==> src/rtl/bullet_pool_controller_pkg.sv <==
// Shared constants for the player bullet pool and the enemy controllers that consume it.
package bullet_pool_controller_pkg;

  localparam int unsigned DEF_NUM_BULLETS = 8;
  localparam int unsigned COORD_W         = 10;
  localparam int unsigned SCREEN_W        = 640;
  localparam int unsigned SCREEN_H        = 480;
  localparam int unsigned BULLET_SIZE     = 8;
  localparam int unsigned ENEMY_SIZE      = 32;
  localparam int unsigned DEF_SPAWN_DX    = 12;
  localparam int unsigned DEF_SPAWN_DY    = 8;

  typedef logic [COORD_W-1:0] coord_t;

  // Subtraction clamped at zero so nothing spawns or moves past the screen top.
  function automatic coord_t sat_sub(coord_t a, coord_t b);
    return (a < b) ? '0 : a - b;
  endfunction

endpackage

==> src/rtl/bullet_pool_controller_slot_picker.sv <==
// Combinational lowest-index-zero finder over the bullet active vector.
module bullet_slot_picker #(
  parameter int unsigned NUM_SLOTS = 8,
  parameter int unsigned IDX_W     = 3
) (
  input  logic [NUM_SLOTS-1:0] active,
  output logic [IDX_W-1:0]     slot,
  output logic                 found
);

  always_comb begin
    found = 1'b0;
    slot  = '0;
    // Scan downwards so the last hit is the lowest free index.
    for (int i = int'(NUM_SLOTS) - 1; i >= 0; i--) begin
      if (!active[i]) begin
        found = 1'b1;
        slot  = IDX_W'(i);
      end
    end
  end

endmodule

==> src/rtl/bullet_pool_controller.sv <==
// Player bullet pool: allocates slots on fire, moves bullets up on a divided tick, retires on
// hit or off-top.
module bullet_pool_controller
  import bullet_pool_controller_pkg::*;
#(
  parameter int unsigned NUM_BULLETS   = DEF_NUM_BULLETS,
  parameter int unsigned MOVE_DIV      = 250_000,
  parameter int unsigned BULLET_STEP   = 4,
  parameter int unsigned FIRE_COOLDOWN = 8,
  parameter int unsigned SPAWN_DX      = DEF_SPAWN_DX,
  parameter int unsigned SPAWN_DY      = DEF_SPAWN_DY
) (
  input  logic                           clk25,
  input  logic                           rst,
  input  logic                           enable,
  input  logic                           fire_req,
  input  logic [COORD_W-1:0]             player_x,
  input  logic [COORD_W-1:0]             player_y,
  input  logic [NUM_BULLETS-1:0]         hit_in,
  output logic [NUM_BULLETS*COORD_W-1:0] bullet_x_flat,
  output logic [NUM_BULLETS*COORD_W-1:0] bullet_y_flat,
  output logic [NUM_BULLETS-1:0]         bullet_active_flat,
  output logic                           fire_ack,
  output logic                           pool_full,
  output logic [15:0]                    shots_fired
);

  localparam int unsigned IDX_W   = (NUM_BULLETS > 1) ? $clog2(NUM_BULLETS) : 1;
  localparam coord_t      STEP    = coord_t'(BULLET_STEP);
  localparam coord_t      DX      = coord_t'(SPAWN_DX);
  localparam coord_t      DY      = coord_t'(SPAWN_DY);
  localparam logic [15:0] CD_LOAD = 16'(FIRE_COOLDOWN);

  coord_t [NUM_BULLETS-1:0] x_q, x_d, y_q, y_d;
  logic [NUM_BULLETS-1:0]   active_q, active_d;
  logic [31:0]              tick_cnt_q, tick_cnt_d;
  logic [15:0]              cd_q, cd_d;
  logic [15:0]              shots_q, shots_d;
  logic                     ack_q, ack_d;

  logic             tick;
  logic             accept;
  logic             free_found;
  logic [IDX_W-1:0] free_slot;

  bullet_slot_picker #(
    .NUM_SLOTS (NUM_BULLETS),
    .IDX_W     (IDX_W)
  ) u_picker (
    .active (active_q),
    .slot   (free_slot),
    .found  (free_found)
  );

  assign tick   = (tick_cnt_q == MOVE_DIV - 1);
  assign accept = enable && fire_req && (cd_q == '0) && free_found;

  always_comb begin
    active_d   = active_q;
    x_d        = x_q;
    y_d        = y_q;
    tick_cnt_d = tick ? '0 : tick_cnt_q + 32'd1;
    cd_d       = (tick && cd_q != '0) ? cd_q - 16'd1 : cd_q;
    shots_d    = shots_q;
    ack_d      = 1'b0;

    // Hit beats move; a slot being freed here is not visible to the picker until next edge.
    for (int unsigned i = 0; i < NUM_BULLETS; i++) begin
      if (active_q[i]) begin
        if (hit_in[i]) begin
          active_d[i] = 1'b0;
        end else if (tick) begin
          if (y_q[i] < STEP) active_d[i] = 1'b0;
          else               y_d[i]      = y_q[i] - STEP;
        end
      end
    end

    if (accept) begin
      active_d[free_slot] = 1'b1;
      x_d[free_slot]      = player_x + DX;
      y_d[free_slot]      = sat_sub(player_y, DY);
      cd_d                = CD_LOAD;
      shots_d             = shots_q + 16'd1;
      ack_d               = 1'b1;
    end

    if (!enable) begin
      active_d   = '0;
      cd_d       = '0;
      tick_cnt_d = '0;
      ack_d      = 1'b0;
    end
  end

  always_ff @(posedge clk25 or posedge rst) begin
    if (rst) begin
      x_q        <= '0;
      y_q        <= '0;
      active_q   <= '0;
      tick_cnt_q <= '0;
      cd_q       <= '0;
      shots_q    <= '0;
      ack_q      <= 1'b0;
    end else begin
      x_q        <= x_d;
      y_q        <= y_d;
      active_q   <= active_d;
      tick_cnt_q <= tick_cnt_d;
      cd_q       <= cd_d;
      shots_q    <= shots_d;
      ack_q      <= ack_d;
    end
  end

  assign bullet_x_flat      = x_q;
  assign bullet_y_flat      = y_q;
  assign bullet_active_flat = active_q;
  assign fire_ack           = ack_q;
  assign shots_fired        = shots_q;
  assign pool_full          = &active_q;

endmodule
==> config.mk <==
export PLATFORM = sky130hd
export DESIGN_NAME = bullet_pool_controller
export DESIGN_NICKNAME = d
export VERILOG_FILES = /design/src/rtl/bullet_pool_controller_pkg.sv /design/src/rtl/bullet_pool_controller_slot_picker.sv /design/src/rtl/bullet_pool_controller.sv
export SDC_FILE = /design/constraint.sdc
export NUM_CORES = 1
export LEC_CHECK = 0
export BUFFER_PORTS_ARGS = -buffer_cell sky130_fd_sc_hd__buf_4
export CORE_MARGIN = 3
export CORE_UTILIZATION = 56
export CTS_CLUSTER_DIAMETER = 30
export DETAILED_ROUTE_END_ITERATION = 8
export PLACE_DENSITY = 0.9
export SLEW_MARGIN = 10
export SYNTH_ARGS = -nofsm -noshare
export SYNTH_HDL_FRONTEND = slang
export SYNTH_SLANG_ARGS = --single-unit
==> constraint.sdc <==
create_clock -name clk25 -period 9.49 [get_ports clk25]
set_input_delay 1.898 -clock clk25 [delete_from_list [all_inputs] [get_ports clk25]]
set_output_delay 1.898 -clock clk25 [all_outputs]
set_load 0.05 [all_outputs]
==> results_dict.tcl <==
set metrics [dict create \
    status "finished clean" \
    ant_nets 0 \
    insertedDiodeCount 0 \
    root_buffer "clkbuf_16" \
    ys_warn_count 0 \
    final_nets 1460 \
    synth_edf_count 0 \
    syn_inst 1199 \
    path_clk_slew_ns 0.06 \
    min_to "bullet_x_flat[1]" \
    avgRoutedWirePerCell_um 20.7 \
    clock_skew_ns 0.0206 \
    ys_ff_latch 233 \
    stdcell_count 1711 \
    busiest_layer "met2" \
    routabilityCongestion 0.922 \
    seqPwrFrac_pct 35.5 \
    drt_first_iter_violations 1164 \
    rrSetupSlack_ns 6.05 \
    cts_resized 0 \
    yosysTopAreaCell "dfrtp_1" \
    grt_pass1_wl_um 55800 \
    postCtsSetupRepairBufs 0 \
    start_kind "flip-flop" \
    hold_violations 0 \
    dr_total_vias 10600 \
    die_x_um 149 \
    max_freq_mhz 236 \
    p_int_mw 2.17 \
    p_total_mw 3.13 \
    cts_hold_buf 0 \
    drv_slew 0 \
    finalCriticalPeriod_ns 4.24 \
    synth_ff_type "dfrtp_1" \
    hold_depth 2 \
    boundaryPins 218 \
    die_h_um 149 \
    worstPathArrival_ns 2.34 \
    synth.area.top_cells "dfrtp_1 (51%), nand2_1 (5.8%), o21ai_0 (4.6%)" \
    p_clk_share_pct 49.0 \
    p_sw_mw 0.960 \
    fin_setup_tns_ns 0 \
    wirelength_um 35400 \
    hpwl_um 23400 \
    startpoint "bullet_active_flat[1]" \
    p_per_area_mw_per_mm2 212 \
    r2r_end "bullet_y_flat[38]" \
    timing.rr.start "tick_cnt_q[22]" \
    use_met1_pct 40.8 \
    synthArstFlopShare_pct 100 \
    clock-sinks 233 \
    drive_above_1_share_pct 23.3 \
    hp-class "flip-flop to flip-flop" \
    coreArea_mm2 0.0198 \
    drt_first_pass_iters 5 \
    routed_via_density 6.20 \
    swShare_pct 30.7 \
    ys_types 71 \
    initial_core_util_pct 58.1 \
    critPathRequiredTime_ns 7.59 \
    ir_drop_v 0.000179 \
    antenna_found_initial 0 \
    slew_headroom_pct 24.0 \
    pwr-share-comb_pct 15.5 \
    clock_latency_ns 0.53 \
    leakagePower_nw 7.03 \
    dp_cells 1637 \
    io_buffers 217 \
    dieArea_mm2 0.0223 \
    placementRows 51 \
    rsz0062_at_grt "false" \
    track_usage_pct 31.5 \
    dp_slack_ns 5.58 \
    final-setup-viol-count 0 \
    ys_seq_area_share_pct 50.8 \
    grt_max_degree 147 \
    syn-num-nets 1245 \
    setup_ws_ns 5.25 \
    cap_violations 0 \
    worstRegToRegCells 7 \
    use_met3_pct 7.87 \
    final.period_utilization_pct 44.7 \
    critical_path.max_fanout 9 \
    synth_top_area_share_pct 50.8 \
    worstHoldStart "bullet_x_flat[1]" \
    path_class "flip-flop to output pin" \
    syn_avg_cell_area_um2 9.58 \
    overflow 0 \
    fill_cells 1275 \
    endpoint_kind "output pin" \
    cts.path.max_buffers 3 \
    tightest_slew_ns 1.13 \
    grt_pass1_vias 10400 \
    area_delta_synth_final_pct 28.4 \
    numCtsBuffers 40 \
    cts_tree "done" \
    met2_usage_pct 50.1 \
    drc_errors 0 \
    syn_area_mm2 0.0115 \
    cts.htree.levels 2 \
]
power groups by stage:
stage	Clock, mW	Sequential (mW)	Combinational, mW
floorplan	0	1.30	0.127
global placement	0	1.12	0.466
detailed placement	0	1.12	0.476
CTS	1.54	1.11	0.486
global route	1.59	1.12	0.509
finish	1.53	1.11	0.486
worst max-delay path: stages (launching register included):
cell	delay, ns
dfrtp_1	0.56
nand4_1	0.19
nor3_1	0.73
buf_4	0.33
sequential cells by signal, summed over array words and instances, names as in the netlist:
| name | cells |
|---|---|
| tick_cnt_q | 32 |
| bullet_y_flat | 80 |
| cd_q | 16 |
| fire_ack | 1 |
| bullet_x_flat | 80 |
| bullet_active_flat | 8 |
| shots_fired | 16 |
per-layer routing:
| metal | vias up | wire [µm] |
|---|---|---|
| li1 | 4658 | - |
| met3 | 172 | 4010 |
| met5 | - | 0 |
| met1 | 5064 | 13200 |
| met4 | 0 | 1880 |
| met2 | 716 | 16300 |
layout make-up:
class                   count  area (µm²)  area share [%]
well taps                 265         332            2.25
repair buffers            227        1700            11.6
flip-flops and latches    233        5830            39.5
clock inverters            28         399            2.71
inverters                  35         139           0.941
clock buffers              46        1050            7.14
multi-input cells         877        5290            35.9
worst max path at each step:
| stage | to | slack [ns] | cells after the start |
|---|---|---|---|
| final | pool_full | 5.25 | 3 |
| after global routing | pool_full | 5.23 | 3 |
| after detailed placement | bullet_x_flat[22] | 5.58 | 3 |
| after CTS | pool_full | 5.30 | 3 |
| after global placement | bullet_y_flat[27] | 5.60 | 3 |
| after floorplan | bullet_active_flat[0] | 1.20 | 1 |
stage by stage:
stage / area (µm²) / hold slack [ns] / utilization [%]
global placement: 13300 / 0.454 / 67.2
detailed placement: 13300 / 0.462 / 67.2
CTS: 14800 / 0.472 / 74.6
global route: 14800 / 0.487 / 74.6
finish: 14800 / 0.467 / 74.6
floorplan: 11500 / 0.455 / -
cell usage after synthesis, types with 10 or more instances:
| library cell | n |
|---|---|
| nand2_1 | 178 |
| a21oi_1 | 33 |
| nor3_1 | 35 |
| nand2b_1 | 16 |
| or3_1 | 18 |
| nor2_1 | 100 |
| mux2i_1 | 34 |
| inv_1 | 35 |
| dfrtp_1 | 233 |
| and3_1 | 10 |
| nor2b_1 | 13 |
| clkbuf_1 | 43 |
| nand3_1 | 47 |
| ha_1 | 14 |
| nand4_1 | 35 |
| mux2_2 | 11 |
| nor4_1 | 21 |
| o21ai_0 | 105 |
| xnor2_1 | 39 |
| xor2_1 | 35 |
cell usage in the layout (no fill, tap or decap), drive strengths merged, types with 16 or more instances in the layout:
cell	instances
inv	43
clkbuf	46
nand4	36
a21oi	34
nand2b	16
nand2	179
or3	18
xnor2	39
xor2	35
nor3	37
o21ai	113
dfrtp	233
buf	227
nor2	100
mux2i	34
nand3	47
nor4	28
cell families after synthesis:
family	count (synthesis)	share of synthesized area [%]
buf+inv	89	3.17
xor+xnor	74	5.64
simple gates	531	23.6
flops	233	50.8
compound gates	212	11.1
fa+ha+maj	14	1.52
mux	46	4.17
Power figures use the tool's default switching activity.
